[src/rtl/ps2_key_tracker.sv]
// PS/2 scan-code tracker: pops bytes from the receiver FIFO, decodes E0/F0 prefixes
// into key events, and keeps a small table of held keys with a distinct-press counter.
module ps2_key_tracker #(
  parameter int SLOTS = 4,
  parameter int CNT_W = 8,
  parameter int HW    = $clog2(SLOTS + 1)
) (
  input  logic             clk,
  input  logic             rst,
  input  logic [7:0]       ps2_data,
  input  logic             ps2_ready,
  output logic             ps2_nextdata_n,
  output logic             evt_valid,
  output logic [7:0]       evt_code,
  output logic             evt_ext,
  output logic             evt_brk,
  output logic             evt_rpt,
  output logic             key_down,
  output logic [HW-1:0]    held_count,
  output logic [7:0]       last_code,
  output logic             last_ext,
  output logic [CNT_W-1:0] press_count,
  output logic             table_ovf
);

  localparam int IW = (SLOTS > 1) ? $clog2(SLOTS) : 1;

  typedef enum logic [1:0] {S_IDLE, S_EXT, S_BRK, S_EXTBRK} dec_state_e;

  logic [7:0]       rx_byte;
  logic             rx_vld;
  dec_state_e       state_q, state_d;
  logic             emit, cur_ext, cur_brk;
  logic [SLOTS-1:0] slot_vld;
  logic [SLOTS-1:0] slot_ext;
  logic [7:0]       slot_code [SLOTS];
  logic             hit_any, free_any, do_ins, do_clr;
  logic [IW-1:0]    hit_idx, free_idx;

  // Pop handshake: the strobe is low for exactly one cycle, so pops are >= 2 cycles apart.
  always_ff @(posedge clk) begin
    if (rst) begin
      ps2_nextdata_n <= 1'b1;
      rx_vld         <= 1'b0;
      rx_byte        <= '0;
    end else if (ps2_nextdata_n && ps2_ready) begin
      ps2_nextdata_n <= 1'b0;
      rx_vld         <= 1'b1;
      rx_byte        <= ps2_data;
    end else begin
      ps2_nextdata_n <= 1'b1;
      rx_vld         <= 1'b0;
    end
  end

  always_ff @(posedge clk) begin
    if (rst) state_q <= S_IDLE;
    else     state_q <= state_d;
  end

  // NOTE: every signal driven here gets a default first, so no path leaves one unassigned (no latch).
  always_comb begin
    state_d = state_q;
    emit    = 1'b0;
    cur_ext = (state_q == S_EXT) || (state_q == S_EXTBRK);
    cur_brk = (state_q == S_BRK) || (state_q == S_EXTBRK);
    if (rx_vld) begin
      case (rx_byte)
        8'hE0:   state_d = S_EXT;
        8'hF0:   state_d = cur_ext ? S_EXTBRK : S_BRK;
        8'h00, 8'hAA, 8'hE1, 8'hEE, 8'hFA, 8'hFE, 8'hFF:
                 state_d = S_IDLE;
        default: begin
          emit    = 1'b1;
          state_d = S_IDLE;
        end
      endcase
    end
  end

  // Parallel match over all slots; the descending scan leaves the lowest free index.
  always_comb begin
    hit_any  = 1'b0;
    hit_idx  = '0;
    free_any = 1'b0;
    free_idx = '0;
    for (int i = SLOTS - 1; i >= 0; i--) begin
      if (slot_vld[i] && (slot_ext[i] == cur_ext) && (slot_code[i] == rx_byte)) begin
        hit_any = 1'b1;
        hit_idx = IW'(i);
      end
      if (!slot_vld[i]) begin
        free_any = 1'b1;
        free_idx = IW'(i);
      end
    end
  end

  assign do_ins = emit && !cur_brk && !hit_any && free_any;
  assign do_clr = emit &&  cur_brk &&  hit_any;

  // NOTE: slot payload is not reset; the valid bit alone decides whether a slot means anything.
  always_ff @(posedge clk) begin
    if (do_ins) begin
      slot_ext[free_idx]  <= cur_ext;
      slot_code[free_idx] <= rx_byte;
    end
  end

  // NOTE: state uses non-blocking assignments so every update sees pre-edge values.
  always_ff @(posedge clk) begin
    if (rst) begin
      slot_vld    <= '0;
      evt_valid   <= 1'b0;
      evt_code    <= '0;
      evt_ext     <= 1'b0;
      evt_brk     <= 1'b0;
      evt_rpt     <= 1'b0;
      held_count  <= '0;
      last_code   <= '0;
      last_ext    <= 1'b0;
      press_count <= '0;
      table_ovf   <= 1'b0;
    end else begin
      evt_valid <= emit;
      if (emit) begin
        evt_code <= rx_byte;
        evt_ext  <= cur_ext;
        evt_brk  <= cur_brk;
        evt_rpt  <= !cur_brk && hit_any;
        if (!cur_brk) begin
          last_code <= rx_byte;
          last_ext  <= cur_ext;
          if (!hit_any) begin
            press_count <= press_count + CNT_W'(1);
            if (!free_any) table_ovf <= 1'b1;
          end
        end
      end
      if (do_ins) begin
        slot_vld[free_idx] <= 1'b1;
        held_count         <= held_count + HW'(1);
      end else if (do_clr) begin
        slot_vld[hit_idx] <= 1'b0;
        held_count        <= held_count - HW'(1);
      end
    end
  end

  assign key_down = (held_count != '0);

endmodule

[config.mk]
export PLATFORM = sky130hd
export DESIGN_NAME = ps2_key_tracker
export DESIGN_NICKNAME = d
export VERILOG_FILES = /design/src/rtl/ps2_key_tracker.sv
export SDC_FILE = /design/constraint.sdc
export NUM_CORES = 1
export LEC_CHECK = 0
export CAP_MARGIN = 15
export CORE_MARGIN = 3
export CORE_UTILIZATION = 59
export CTS_CLUSTER_SIZE = 28
export DETAILED_ROUTE_END_ITERATION = 8
export PLACE_DENSITY = 0.84
export SLEW_MARGIN = 20
export SYNTH_ARGS = -nofsm -noshare
export SYNTH_HDL_FRONTEND = slang
export SYNTH_SLANG_ARGS = --single-unit
export TNS_END_PERCENT = 30
[constraint.sdc]
create_clock -name clk -period 7.75 [get_ports clk]
set_clock_uncertainty 0.1 [all_clocks]
set_input_delay 0.775 -clock clk [delete_from_list [all_inputs] [get_ports clk]]
set_output_delay 0.775 -clock clk [all_outputs]
set_load 0.02 [all_outputs]
==> flow_summary.yaml, run 1 <==
yosys:
  yosysUniqueCellTypes: 47
  synth_common_cells: "49 x dfxtp_1, 36 x edfxtp_1, 34 x nand2_1"
  ys_seq_area_frac: 0.5600
  synth_cells: 345
  syn_area_sq_um: 3682
  ys_seq_elements: 85
  synth_top_area_cell: "edfxtp_1"
  ys_warn_count: 0
  syn_nets: 358
  synth-edff-count: 36
  synth_top_area_share: 0.2936
  ys.flop_type: "dfxtp_1"
  yosys-top-cells-area: "edfxtp_1 29%, dfxtp_1 27%, xnor2_1 6.4%"
  synthArstFlopShare: 0
  syn_area_per_cell_sq_um: 10.67
  yosysMostFrequentCell: "dfxtp_1"
die:
  start_util: 0.6147
  core-area_sq_um: 5991
  ios: 46
  fp.dieH_um: 85
  dieWidth_um: 85
  rows: 28
  dieArea_sq_um: 7225
pwr:
  pwr_density_cell_nw_per_um2: 200.8
  peakVddDrop_v: 0.0001786
  power_uw: 864.6
  leakage_uw: 0.001468
min_path:
  min-delay-start: "evt_brk$_SDFFE_PP0N_"
  whs_endpoint: "evt_brk$_SDFFE_PP0N_"
  hold_path.class: "reg2reg"
  min_path_cells: 2
sta:
  fmax_mhz: 265.7
  setup_violations: 0
  fin_crit_ns: 3.764
  relSlewSlack: 0.3391
  timing.final.crit_share: 0.4856
  hold_violations: 0
  tightest_slew_ns: 0.9878
  setup_slack_ns: 3.987
  fin_tns_setup_ns: 0
  finalMaxSlewViolations: 0
  rsz0062_at_grt: "no"
setup_path:
  worstPathMaxFanout: 16
  cp-start-kind: "flop"
  end_kind: "flop"
  cp.required_ns: 7.89
  reg2reg_from: "rx_byte[0]$_SDFFE_PP0P_"
  crit_type: "reg2reg"
  reg2reg_to: "held_count[2]$_SDFFE_PP0P_"
  arrival_ns: 3.90
  reg2reg_slack_ns: 3.99
  r2r_cells: 9
cts:
  cts_tree: "yes"
  cts_buffer_depth: 2
  hold_buffers: 0
  worstSkewPairLatency_ns: 0.36
  cts_resized: 0
  cts-root-buf: "clkbuf_8"
  htree_levels: 3
  clk_pin_slew_ns: 0.10
  cts.sinks: 85
  post-cts-setup-buffer-count: 0
  numCtsBuffers: 9
run_status:
  status: "finished clean"
detailed_routing:
  drt_iter0_markers: 139
  met3_length_um: 359
  dr_wl_met2_um: 3791
  met1_length_um: 3168
  wl_per_cell_um: 16.45
  drt-total-wl_um: 7549
  final_antenna_net_count: 0
  routed.top_layer: "met4"
  viasPerCell: 5.852
  drc: 0
  vias: 2686
  firstDrtPassIters: 5
grt:
  grt_max_degree: 56
  antenna_found_initial: 0
  grt_usage: 0.2181
  grt_pass1_wl_um: 12390
  grt_overflow_total: 0
  grt_pass1_vias: 2569
layout:
  n_fill_cell: 413
  drive_gt1_frac: 0.08333
  syn_to_final_growth_pct: 16.92
  layout.cells.non_filler: 459
  num_antenna_cells: 0
  nets: 392
placed_design:
  pre_cts_ws_ns: 3.988
  dpl.hpwl_um: 5088
  globalplace.congestion: 0.8361
  portBuffers: 45
  place_inst: 443
job:
  drv_cap: 0
==> registers in the layout, summed over array words and instances (netlist names) <==
name / flops
slot_code: 32
evt_code: 8
last_code: 8
press_count: 8
rx_byte: 8
slot_ext: 4
slot_vld: 4
held_count: 3
state_q: 2
evt_brk: 1
evt_ext: 1
evt_rpt: 1
evt_valid: 1
last_ext: 1
ps2_nextdata_n: 1
rx_vld: 1
table_ovf: 1
==> where the power goes <==
group          leakage (uW)  switching, uW  internal, uW
logic              0.000652           36.4          32.0
clock network     0.0000915            176           124
registers          0.000724           19.2           477
total               0.00147            231           633
==> placed cells by master (no fill, tap or decap), types with 2 or more instances in the layout <==
cell	n
a21oi_1	28
a31oi_1	2
and2_1	2
and3_1	2
buf_4	3
clkbuf_8	9
clkdlybuf4s50_1	44
clkinvlp_4	2
dfxtp_1	49
edfxtp_1	36
inv_1	6
inv_6	2
mux2_2	5
mux2i_1	11
nand2_1	34
nand2b_1	3
nand3_1	13
nand4_1	11
nor2_1	26
nor2b_1	7
nor3_1	7
nor4_1	6
nor4bb_1	2
o2111ai_1	2
o21ai_0	5
o31ai_1	3
or3_1	4
or4_1	2
xnor2_1	27
xor2_1	9
==> routing by layer <==
metal | GRT usage | vias to the layer above
li1 | - | 1290
met1 | 0.2636 | 1298
met2 | 0.3708 | 79
met3 | 0.04272 | 19
met4 | 0.1094 | 0
met5 | 0 | -
==> how the worst max path moves through the flow <==
| stage | startpoint | to | slack, ns | depth (start not counted) |
|---|---|---|---|---|
| global route | rx_byte[0]$_SDFFE_PP0P_ | held_count[2]$_SDFFE_PP0P_ | 3.71 | 9 |
| floorplan | rx_byte[0]$_SDFFE_PP0P_ | held_count[2]$_SDFFE_PP0P_ | 4.69 | 10 |
| finish | rx_byte[0]$_SDFFE_PP0P_ | held_count[2]$_SDFFE_PP0P_ | 3.99 | 9 |
| CTS | rx_byte[0]$_SDFFE_PP0P_ | slot_ext[3]$_DFFE_PP_ | 3.94 | 6 |
| detailed placement | rx_byte[4]$_SDFFE_PP0P_ | slot_code[3][0]$_DFFE_PP_ | 3.99 | 6 |
| global placement | rx_byte[0]$_SDFFE_PP0P_ | held_count[2]$_SDFFE_PP0P_ | 4.13 | 9 |
==> critical path, stage by stage (launching register included) <==
cell and delay (ns):
dfxtp_1 0.72, nor2b_1 0.12, o2111ai_1 0.23, nand4_1 0.15
nor2_1 0.77, nand3_1 0.26, fa_1 0.43, or3_1 0.35
mux2i_1 0.16, mux2_2 0.36
==> stage by stage <==
step | hold WS, ns | util | instance area (sq um)
floorplan | 0.3613 | - | 3682
global placement | 0.3416 | 0.6861 | 4110
detailed placement | 0.3487 | 0.6861 | 4110
CTS | 0.3609 | 0.7178 | 4300
global route | 0.3856 | 0.7187 | 4305
finish | 0.3597 | 0.7187 | 4305
==> cell families after synthesis <==
group / count (synthesis) / share of synthesized area
muxes: 17 / 0.04927
buffers and inverters: 31 / 0.04247
adders and majority gates: 2 / 0.008834
xor gates and xnor gates: 36 / 0.08563
and+or+nand+nor: 128 / 0.1808
AOI/OAI and AO/OA: 46 / 0.07306
DFF: 85 / 0.5600
==> area by class of cell <==
class	count	area (sq um)	share of cell area
Tap cell	75	93.84	0.02180
Clock buffer	9	123.9	0.02877
Multi-Input combinational cell	229	1469	0.3412
Sequential cell	85	2062	0.4789
Clock inverter	7	66.31	0.01540
Inverter	6	22.52	0.005231
Timing Repair Buffer	48	467.9	0.1087
Power figures use the tool's default switching activity.
==> inputs of run 2 (changes only) <==
--- a/config.mk
+++ b/config.mk
@@ -7,10 +7,10 @@
 export LEC_CHECK = 0
 export CAP_MARGIN = 15
 export CORE_MARGIN = 3
-export CORE_UTILIZATION = 59
+export CORE_UTILIZATION = 55
 export CTS_CLUSTER_SIZE = 28
 export DETAILED_ROUTE_END_ITERATION = 8
-export PLACE_DENSITY = 0.84
+export PLACE_DENSITY = 0.79
 export SLEW_MARGIN = 20
 export SYNTH_ARGS = -nofsm -noshare
 export SYNTH_HDL_FRONTEND = slang
==> constraint.sdc (replaced) <==
create_clock -name clk -period 3.88 [get_ports clk]
set_clock_uncertainty 0.1 [all_clocks]
set_input_delay 0.388 -clock clk [delete_from_list [all_inputs] [get_ports clk]]
set_output_delay 0.388 -clock clk [all_outputs]
set_load 0.02 [all_outputs]
==> flow_summary.yaml, run 2 (synthesis gave the netlist of run 1 again) <==
run_status:
  status: "finished clean"
layout:
  drive_gt1_frac: 0.09487
  multiInputGateArea_sq_um: 1464
  largest_register_ffs: 32
  num_antenna_cells: 0
  layout_commonest_cell: "dfxtp_1"
  final_cell_mix: "49 x dfxtp_1, 44 x clkdlybuf4s50_1, 36 x edfxtp_1"
  syn_to_final_growth_pct: 19.40
  design_area_sq_um: 4397
  n_fill_cell: 476
  nets: 398
  seqCellArea_sq_um: 2062
  top_register: "slot_code"
sta:
  fmax_mhz: 305.2
  tightest_slew_ns: 0.9494
  rsz0062_at_grt: "no"
  hold_violations: 0
  fin_tns_setup_ns: 0
  finalMaxSlewViolations: 0
  hold_ws_ns: 0.3619
  fin_crit_ns: 3.276
  setup_violations: 0
  relSlewSlack: 0.3671
  timing.final.crit_share: 0.8444
placed_design:
  placed_area_sq_um: 4158
  dpl.hpwl_um: 5254
  globalplace.congestion: 0.8934
  portBuffers: 45
setup_path:
  cp-start-kind: "flop"
  cp_cell_sequence: "xnor2_1, nand4_1, nor4_2, nor4b_2, nand3_1, fa_1, or4b_2, mux2i_1, mux2_2"
  worstPathMaxFanout: 16
  arrival_ns: 3.43
  slowest_stage: "dfxtp_1"
  cp_slowest_stage_delay_ns: 0.74
  crit_type: "reg2reg"
  cp.required_ns: 4.03
  end_kind: "flop"
die:
  rows: 29
  dieWidth_um: 87.83
  fp.dieH_um: 87.83
  core-area_sq_um: 6422
  dieArea_sq_um: 7713
  start_util: 0.5733
  ios: 46
pwr:
  pwr_density_cell_nw_per_um2: 421.8
  leakage_uw: 0.001529
  peakVddDrop_v: 0.0002804
detailed_routing:
  viasPerCell: 5.681
  drt-total-wl_um: 7656
  wl_per_cell_um: 16.39
  final_antenna_net_count: 0
  vias: 2653
  firstDrtPassIters: 4
  drt_iter0_markers: 161
  drc: 0
cts:
  cts_buffer_depth: 2
  clk_pin_slew_ns: 0.09
  cts_tree: "yes"
  cts_resized: 0
  hold_buffers: 0
  post-cts-setup-buffer-count: 0
  cts-root-buf: "clkbuf_8"
  htree_levels: 3
  worstSkewPairLatency_ns: 0.36
  cts.sinks: 85
  numCtsBuffers: 9
grt:
  antenna_found_initial: 0
  grt_max_degree: 56
  grt_pass1_wl_um: 12210
  grt_overflow_total: 0
  grt_usage: 0.2088
  grt_pass1_vias: 2516
job:
  drv_cap: 0
min_path:
  hold_path.class: "reg2reg"
run 2: cell types whose count changed in the layout (fill, tap and decap cells not counted):
| cell | change |
|---|---|
| clkinvlp_4 | -2 |
| bufinv_16 | +1 |
| clkinv_8 | -1 |
| buf_4 | +6 |
| nor3_1 | +1 |
| nor3_2 | -1 |
| clkbuf_16 | +2 |
run 2: layer usage:
layer | track usage | wire length (um) | vias up
li1 | - | - | 1298
met1 | 0.2576 | 3326 | 1256
met2 | 0.3349 | 3707 | 79
met3 | 0.04421 | 393 | 20
met4 | 0.1283 | 229 | 0
met5 | 0 | 0 | -
run 2: worst paths after layout:
kind / startpoint / end / slack, ns / cells after the start
worst max-delay path: rx_byte[0]$_SDFFE_PP0P_ / held_count[2]$_SDFFE_PP0P_ / 0.60 / 9
worst min-delay path: last_code[7]$_SDFFE_PP0P_ / last_code[7]$_SDFFE_PP0P_ / 0.36 / 2
worst max register to register: rx_byte[0]$_SDFFE_PP0P_ / held_count[2]$_SDFFE_PP0P_ / 0.60 / 9
worst min register to register: last_code[7]$_SDFFE_PP0P_ / last_code[7]$_SDFFE_PP0P_ / 0.36 / 2
run 2: layout make-up:
class	instances	area share
inverters	6	0.005122
well taps	77	0.02191
clock buffers	11	0.03956
multi-input cells	229	0.3330
repair buffers	54	0.1167
clock inverters	5	0.01480
flip-flops and latches	85	0.4690
run 2: stage by stage:
stage | worst slack (ns) | cells | power [uW] | utilization
2_1_floorplan | 0.8186 | 345 | 1100 | -
3_3_place_gp | 0.6933 | 451 | 1149 | 0.6474
3_5_place_dp | 0.5900 | 451 | 1154 | 0.6474
4_1_cts | 0.5688 | 467 | 1865 | 0.6846
5_1_grt | 0.3576 | 467 | 1919 | 0.6846
6_report | 0.6037 | 467 | 1855 | 0.6846
run 2: worst max-delay path, delay by kind of cell, from the launching register on:
kind | cells | cell delay, ns
mux | 2 | 0.50
flops | 1 | 0.74
xor+xnor | 1 | 0.20
simple gates | 5 | 1.44
fa+ha+maj | 1 | 0.19
run 2: where the power goes:
group          internal, uW  switching (uW)
sequential              954            37.8
combinational          66.2            74.3
clock                   385             337
==> inputs of run 3 (changes only) <==
--- a/config.mk
+++ b/config.mk
@@ -7,10 +7,10 @@
 export LEC_CHECK = 0
 export CAP_MARGIN = 15
 export CORE_MARGIN = 3
-export CORE_UTILIZATION = 55
+export CORE_UTILIZATION = 50
 export CTS_CLUSTER_SIZE = 28
 export DETAILED_ROUTE_END_ITERATION = 8
-export PLACE_DENSITY = 0.79
+export PLACE_DENSITY = 0.76
 export SLEW_MARGIN = 20
 export SYNTH_ARGS = -nofsm -noshare
 export SYNTH_HDL_FRONTEND = slang
==> constraint.sdc (replaced) <==
create_clock -name clk -period 2.8 [get_ports clk]
set_clock_uncertainty 0.1 [all_clocks]
set_input_delay 0.28 -clock clk [delete_from_list [all_inputs] [get_ports clk]]
set_output_delay 0.28 -clock clk [all_outputs]
set_load 0.02 [all_outputs]
==> flow_summary.yaml, run 3 (synthesis gave the netlist of run 1 again) <==
setup_path:
  arrival_ns: 2.89
  reg2reg_from: "rx_byte[5]$_SDFFE_PP0P_"
  worstPathMaxFanout: 8
  end_kind: "flop"
  r2r_cells: 10
  cp-start-kind: "flop"
  endpoint: "held_count[2]$_SDFFE_PP0P_"
  crit_type: "reg2reg"
  reg2reg_slack_ns: 0.06
  crit_start: "rx_byte[5]$_SDFFE_PP0P_"
  cp.required_ns: 2.96
  reg2reg_to: "held_count[2]$_SDFFE_PP0P_"
cts:
  cts_buffer_depth: 2
  cts.sinks: 85
  cts-root-buf: "clkbuf_8"
  clk_pin_slew_ns: 0.09
  cts_tree: "yes"
  hold_buffers: 0
  htree_levels: 3
  numCtsBuffers: 9
  worstSkewPairLatency_ns: 0.36
detailed_routing:
  dr_wl_met2_um: 4274
  final_antenna_net_count: 0
  viasPerCell: 5.421
  wl_per_cell_um: 16.20
  drt-total-wl_um: 8457
  drt_iter0_markers: 152
  vias: 2830
  routed.top_layer: "met4"
  drc: 0
  met1_length_um: 3510
  met3_length_um: 430
  firstDrtPassIters: 4
layout:
  top_register: "slot_code"
  drive_gt1_frac: 0.2254
  num_antenna_cells: 0
  layout_commonest_cell: "clkdlybuf4s50_1"
  syn_to_final_growth_pct: 31.50
  nets: 434
  final_cell_mix: "44 x clkdlybuf4s50_1, 40 x dfxtp_1, 39 x buf_4"
  design_area_sq_um: 4842
  largest_register_ffs: 32
die:
  dieWidth_um: 91.82
  dieArea_sq_um: 8430
  start_util: 0.5274
  core-area_sq_um: 6982
  rows: 30
  fp.dieH_um: 91.82
  ios: 46
placed_design:
  globalplace.congestion: 0.8565
  portBuffers: 45
  pre_cts_ws_ns: -0.1208
  placed_area_sq_um: 4482
  dpl.hpwl_um: 5948
sta:
  fmax_mhz: 365.6
  fin_tns_setup_ns: 0
  fin_crit_ns: 2.735
  setup_slack_ns: 0.06476
  timing.final.crit_share: 0.9769
  finalMaxSlewViolations: 0
  setup_violations: 0
  tightest_slew_ns: 0.7684
  hold_violations: 0
  rsz0062_at_grt: "yes"
  relSlewSlack: 0.4877
pwr:
  leakage_uw: 0.001775
  p_seq_frac: 0.547
  p_int_uw: 1842
  clockPowerShare: 0.343
  p_sw_uw: 639.7
  switching_share: 0.2577
  p_comb_frac: 0.110
  pwr_density_cell_nw_per_um2: 512.5
  peakVddDrop_v: 0.0003681
grt:
  grt_pass1_vias: 2730
  antenna_found_initial: 0
  grt_max_degree: 45
  grt_pass1_wl_um: 13610
  grt_overflow_total: 0
  grt_usage: 0.2081
job:
  drv_cap: 0
run_status:
  status: "finished clean"
min_path:
  hold_path.class: "reg2reg"
==> run 3: cell types whose count changed in the layout (fill, tap and decap cells not counted), sizes merged <==
cell	previous run	this run
bufinv	1	0
clkinv	0	2
inv	10	9
buf	10	46
==> run 3: area by class of cell <==
cell class | instances | area [sq um]
well taps | 96 | 120.1
fillers | 531 | 2140
flip-flops and latches | 85 | 2091
clock inverters | 5 | 40.04
inverters | 6 | 22.52
multi-input cells | 229 | 1593
clock buffers | 11 | 152.6
repair buffers | 90 | 823.3
==> run 3: through the flow <==
stage,util,power (uW),instances,hold WS (ns)
after floorplan,-,1539,345,0.3200
after global placement,0.6419,1636,497,0.3468
after detailed placement,0.6419,1645,497,0.3470
after CTS,0.6900,2494,520,0.3558
after global routing,0.6935,2577,522,0.3597
final,0.6935,2482,522,0.3570
==> run 3: power groups by stage <==
stage	combinational [uW]	sequential, uW	clock [uW]
floorplan	154	1390	0
global placement	247	1390	0
detailed placement	254	1390	0
CTS	270	1360	864
global route	293	1360	920
finish	272	1360	851
==> run 3: per-layer routing <==
layer | vias up | track usage
li1 | 1372 | -
met1 | 1357 | 0.2492
met2 | 80 | 0.3524
met3 | 21 | 0.05086
met4 | 0 | 0.09653
met5 | - | 0
==> run 3: critical path, cell delays in order (launching register included) <==
cell and delay, ns:
dfxtp_4 0.37, buf_6 0.14, xnor2_2 0.13, nand4_1 0.15, nor3_2 0.09, nor4b_4 0.32
nand3_2 0.13, fa_2 0.35, or3_1 0.36, mux2i_1 0.15, mux2_2 0.35
==> run 3: worst min path at each step <==
stage / start / cells past startpoint / end / slack (ns)
after floorplan: ps2_data[4] / 2 / rx_byte[4]$_SDFFE_PP0P_ / 0.32
after global placement: last_code[6]$_SDFFE_PP0P_ / 2 / last_code[6]$_SDFFE_PP0P_ / 0.35
after detailed placement: last_code[3]$_SDFFE_PP0P_ / 2 / last_code[3]$_SDFFE_PP0P_ / 0.35
after CTS: ps2_data[7] / 3 / rx_byte[7]$_SDFFE_PP0P_ / 0.36
after global routing: ps2_data[7] / 3 / rx_byte[7]$_SDFFE_PP0P_ / 0.36
final: last_code[3]$_SDFFE_PP0P_ / 2 / last_code[3]$_SDFFE_PP0P_ / 0.36
==> run 3: timing repair <==
item,CTS,global route
setup endpoints to repair,1,15
resized for setup,21,3
pin swaps,12,3
setup buffers,7,2
endpoints found under the hold margin,0,0
==> variant 1: new RTL, settings of run 3 <==
Set the parameter `CNT_W` to 6 (it was 8).
--- a/src/rtl/ps2_key_tracker.sv
+++ b/src/rtl/ps2_key_tracker.sv
@@ -4,3 +4,3 @@
   parameter int SLOTS = 4,
-  parameter int CNT_W = 8,
+  parameter int CNT_W = 6,
   parameter int HW    = $clog2(SLOTS + 1)
Interface: changed (resized press_count); port bits go from 46 to 44. The function was not compared with the original's and may differ.
==> variant 1 against run 3 <==
- fmax up 2.3%
- worst setup slack better by 61 ps
- cell area down 7.7%
- clock power up 4.2%
- total power down 0.69%
- sequential cell count down 2
- wire length down 10%
- final cell count down 3.6%
- worst hold slack worse by 2.7 ps
- area after synthesis down 3.4%
- critical endpoint is now held_count[1]
- largest power group unchanged
==> variant 1: results (changes against run 3) <==
[outcome]
status = finished, final reports clean  ; unchanged

[clock_tree]
postCtsSetupBuffers = 0  ; was 7

[worst_setup_path]
crit_arrival_ps = 2830  ; was 2890 ps
cpMaxStageDelayCell = fa_1  ; was dfxtp_4
path_max_fanout = 7  ; was 8
max_stage_delay_ps = 440  ; was 370 ps

[synthesis]
synthTopCellsByCount = 47 x dfxtp_1, 44 x nand2_1, 36 x edfxtp_1  ; was 49 x dfxtp_1, 36 x edfxtp_1, 34 x nand2_1
yosysSeqAreaShare_pct = 56.9  ; was 56.0%
synth_xor_area_share_pct = 10.1  ; was 8.56%
synth_nets = 349  ; was 358
synth.distinct_cells = 44  ; was 47
synth_fa_ha_area_share_pct = 1.20  ; was 0.883%
synth_mux_area_share_pct = 1.13  ; was 4.93%
syn_inst = 336  ; was 345
synth-compound-area-share_pct = 7.71  ; was 7.31%

[placement]
place_congestion = 0.863  ; was 0.857
dp_hpwl_um = 5420  ; was 5950 um
dp.cells = 487  ; was 497
postPlaceCellArea_sq_um = 4220  ; was 4480 sq um

[timing]
layout_setup_ws_ps = 125  ; was 64.8 ps

[detailed_routing]
drtIter0Drc = 194  ; was 152
route.met3.wl_um = 407  ; was 430 um
wirelength_um = 7600  ; was 8460 um
wl_met1_um = 3370  ; was 3510 um
dr_wl_met2_um = 3650  ; was 4270 um
viasPerCell = 5.27  ; was 5.42

[layout]
drive_gt1_share_pct = 18.9  ; was 22.5%
final_cells = 503  ; was 522
seqCellArea_sq_um = 2040  ; was 2090 sq um

[global_route]
first_global_vias = 2574  ; was 2,730
use_met2_pct = 30.1  ; was 35.2%
use_met1_pct = 25.9  ; was 24.9%
antenna_found_initial = 0  ; unchanged
grt_usage_pct = 19.3  ; was 20.8%
grt_max_degree = 23  ; was 45
grtUsageMet3_pct = 3.25  ; was 5.09%

[power]
cellLeakagePower_nw = 1.63  ; was 1.78 nW
seq_power_share_pct = 54.3  ; was 54.7%
switching_share_pct = 23.2  ; was 25.8%
p_comb_mw = 0.239  ; was 0.272 mW
vdd_drop_max_mv = 0.368  ; about the same

## variant 1: path summary, 6_finish.rpt
path / start / endpoint / slack (ps) / cells past startpoint
hold reg to reg: last_code[6] / last_code[6] / 350 / 2
hold / removal: last_code[6] / last_code[6] / 350 / 2
setup reg to reg: state_q[0] / held_count[1] / 130 / 11
setup / recovery: state_q[0] / held_count[1] / 130 / 11
## variant 1: cell families (layout without fill, tap and decap cells)
logic type	Yosys count	after routing
multiplexers	3	3
adder cells (fa/ha/maj)	3	3
flip-flops	83	83
buffers and inverters	29	100
AO/OA/AOI/OAI	47	47
XOR/XNOR	41	41
AND/OR/NAND/NOR	130	130
## variant 1: repair_timing
item                                    CTS  global route
resized for setup                         5            11
endpoints found under the setup margin   19            16
hold endpoints to repair                  0             0
## variant 1: layout make-up
cell class | count | share of cell area [%]
well taps | 96 | 2.69
clock inverters | 5 | 1.09
inverters | 6 | 0.504
clock buffers | 11 | 3.64
repair buffers | 78 | 15.5
multi-input cells | 224 | 31.0
flip-flops and latches | 83 | 45.5
==> variant 2: new RTL, config.mk and constraints of run 3 <==
Without the edit above. Put one more register stage on the output `table_ovf`. The value now appears one clock later. The other outputs are not delayed to match.
--- a/src/rtl/ps2_key_tracker.sv
+++ b/src/rtl/ps2_key_tracker.sv
@@ -28,2 +28,4 @@
   typedef enum logic [1:0] {S_IDLE, S_EXT, S_BRK, S_EXTBRK} dec_state_e;
+
+  logic table_ovf_s0;
 
@@ -122,3 +124,3 @@
       press_count <= '0;
-      table_ovf   <= 1'b0;
+      table_ovf_s0 <= 1'b0;
     end else begin
@@ -135,3 +137,3 @@
             press_count <= press_count + CNT_W'(1);
-            if (!free_any) table_ovf <= 1'b1;
+            if (!free_any) table_ovf_s0 <= 1'b1;
           end
@@ -151,2 +153,6 @@
 
+  always_ff @(posedge clk) begin
+    table_ovf <= table_ovf_s0;
+  end
+
 endmodule
Behaviour: no difference found for any inputs over 10 cycles, from zero or initial values and one cycle with rst high; that may be too few to reach the edited logic, so the function may still have changed.
==> variant 2 against run 3 <==
- largest cell class unchanged
- worst hold slack got worse by 120 ps
- cell area rose by 1.2%
- area after synthesis rose by 0.54%
- worst setup slack got worse by 54 ps
- first-iteration DRC count fell by 17%
- combinational power rose by 5%
- sequential cell count rose by 1
- total power fell by 0.66%
- wire length rose by 4.3%
- via count rose by 2.2%
==> variant 2: results (changes against run 3) <==
[synthesis]
synth_nets = 359  ; was 358
synth_edf_count = 36  ; unchanged
synth.distinct_cells = 47  ; unchanged
ys.flop_type = dfxtp_1  ; unchanged
yosysSeqAreaShare_pct = 56.2  ; was 56.0%
synthTopCellsByCount = 50 x dfxtp_1, 36 x edfxtp_1, 34 x nand2_1  ; was 49 x dfxtp_1, 36 x edfxtp_1, 34 x nand2_1
ys_warn_count = 0  ; unchanged
synthTopCellsByArea = edfxtp_1 29%, dfxtp_1 27%, xnor2_1 6.4%  ; unchanged
async_flop_share_pct = 0  ; unchanged

[timing]
maxSlewHeadroom_pct = 71.4  ; was 48.8%
final.min_clock_period_ps = 2790  ; was 2740 ps
timing.hold.ws_ps = 233  ; was 357 ps

[min_path]
hold_class = input port to flop  ; was flop to flop

[layout]
diodes = 0  ; unchanged
largest-register = slot_code  ; unchanged
nNetsFinal = 443  ; was 434
largest_register_ffs = 32  ; unchanged
n_fill_cell = 533  ; was 531
drive_gt1_share_pct = 23.4  ; was 22.5%

[power]
cellLeakagePower_nw = 1.80  ; was 1.78 nW
vdd_drop_max_mv = 0.400  ; was 0.368 mV

[worst_setup_path]
cp_top_family = simple AND/OR/NAND/NOR gates  ; unchanged
cpMaxStageDelayCell = dfxtp_4  ; unchanged
max_stage_delay_ps = 380
path_max_fanout = 7  ; was 8
crit_arrival_ps = 2940  ; was 2890 ps
reg2reg_setup_slack_ps = 10  ; was 60 ps

[global_route]
grt_usage_pct = 22.1  ; was 20.8%
antenna_found_initial = 0  ; unchanged
grt_pass1_wl_um = 14300  ; was 13,600 um
grt_max_degree = 32  ; was 45

[clock_tree]
clkTransAtPathRegs_ps = 90  ; about the same
clockBufferDepth = 2  ; unchanged
root_buffer = clkbuf_8  ; unchanged
clk_latency_ps = 360  ; about the same
cts_buffers = 9  ; unchanged
htreeDepth = 3  ; unchanged

[placement]
io_buffer_count = 45  ; unchanged
place_congestion = 0.860  ; was 0.857
dp_hpwl_um = 5990  ; was 5950 um

[detailed_routing]
detail_route.first_pass.iterations = 4  ; unchanged
wirelength_um = 8820  ; was 8460 um
drtIter0Drc = 126  ; was 152
via_count = 2893  ; was 2,830

[outcome]
status = finished, final reports clean  ; unchanged

-- variant 2: cell count changes in the layout (fill, tap and decap cells not counted), moves of 2 or more --
cell,run 3,this run
xnor2_2,5,0
buf_4,39,49
buf_6,4,2
nor4_2,2,0
xnor2_1,22,27
-- variant 2: layer usage --
metal	vias to the layer above	wire [um]	share of wire, %	global-route usage (%)
li1	1389	-	-	-
met1	1394	3520	40	27.0
met2	94	4540	51	36.9
met3	16	543	6.2	4.76
met4	0	224	2.5	10.9
met5	-	0	0	0
-- variant 2: what timing repair did --
item | 4_1_cts | 5_1_grt
gates cloned | 0 | 0
setup buffers | 11 | 2
hold endpoints to repair | 0 | 0
setup endpoints to repair | 1 | 6
pin swaps | 11 | 3
resized for setup | 22 | 2
-- variant 2: power breakdown --
part	switching, mW	internal, mW	leakage, nW
combinational	0.141	0.145	0.970
sequential	0.0424	1.33	0.738
clock	0.463	0.341	0.0963
-- variant 2: area by class of cell --
type	instances	area share [%]
sequential	86	43.1
multi-input combinational	229	32.5
timing repair buffer	98	17.9
clock buffer	10	2.68
tap	96	2.45
clock inverter	6	0.919
inverter	6	0.460
-- variant 2: kinds of logic (layout without fill, tap and decap cells) --
logic type	after synthesis	in the layout	synth area share [%]
AND/OR/NAND/NOR	128	128	18.0
flip-flops	86	86	56.2
AO/OA/AOI/OAI	46	46	7.27
XOR/XNOR	36	36	8.52
buffers and inverters	31	120	4.22
multiplexers	17	17	4.90
adder cells (fa/ha/maj)	2	2	0.879
-- variant 2: worst paths after layout --
kind / from / end / cells past startpoint
setup / recovery: rx_byte[5] / held_count[2] / 10
hold / removal: rst / evt_rpt / 2
setup reg to reg: rx_byte[5] / held_count[2] / 10
hold reg to reg: table_ovf_s0 / table_ovf / 0
-- variant 2: stage by stage --
stage	instance area, sq um	instances	worst slack (ps)	setup TNS, ps
floorplan	3800	346	6.39	0
global placement	4520	502	-84.3	-84.3
detailed placement	4520	502	-137	-137
CTS	4870	529	27.5	0
global route	4900	531	-83.0	-266
finish	4900	531	11.0	0
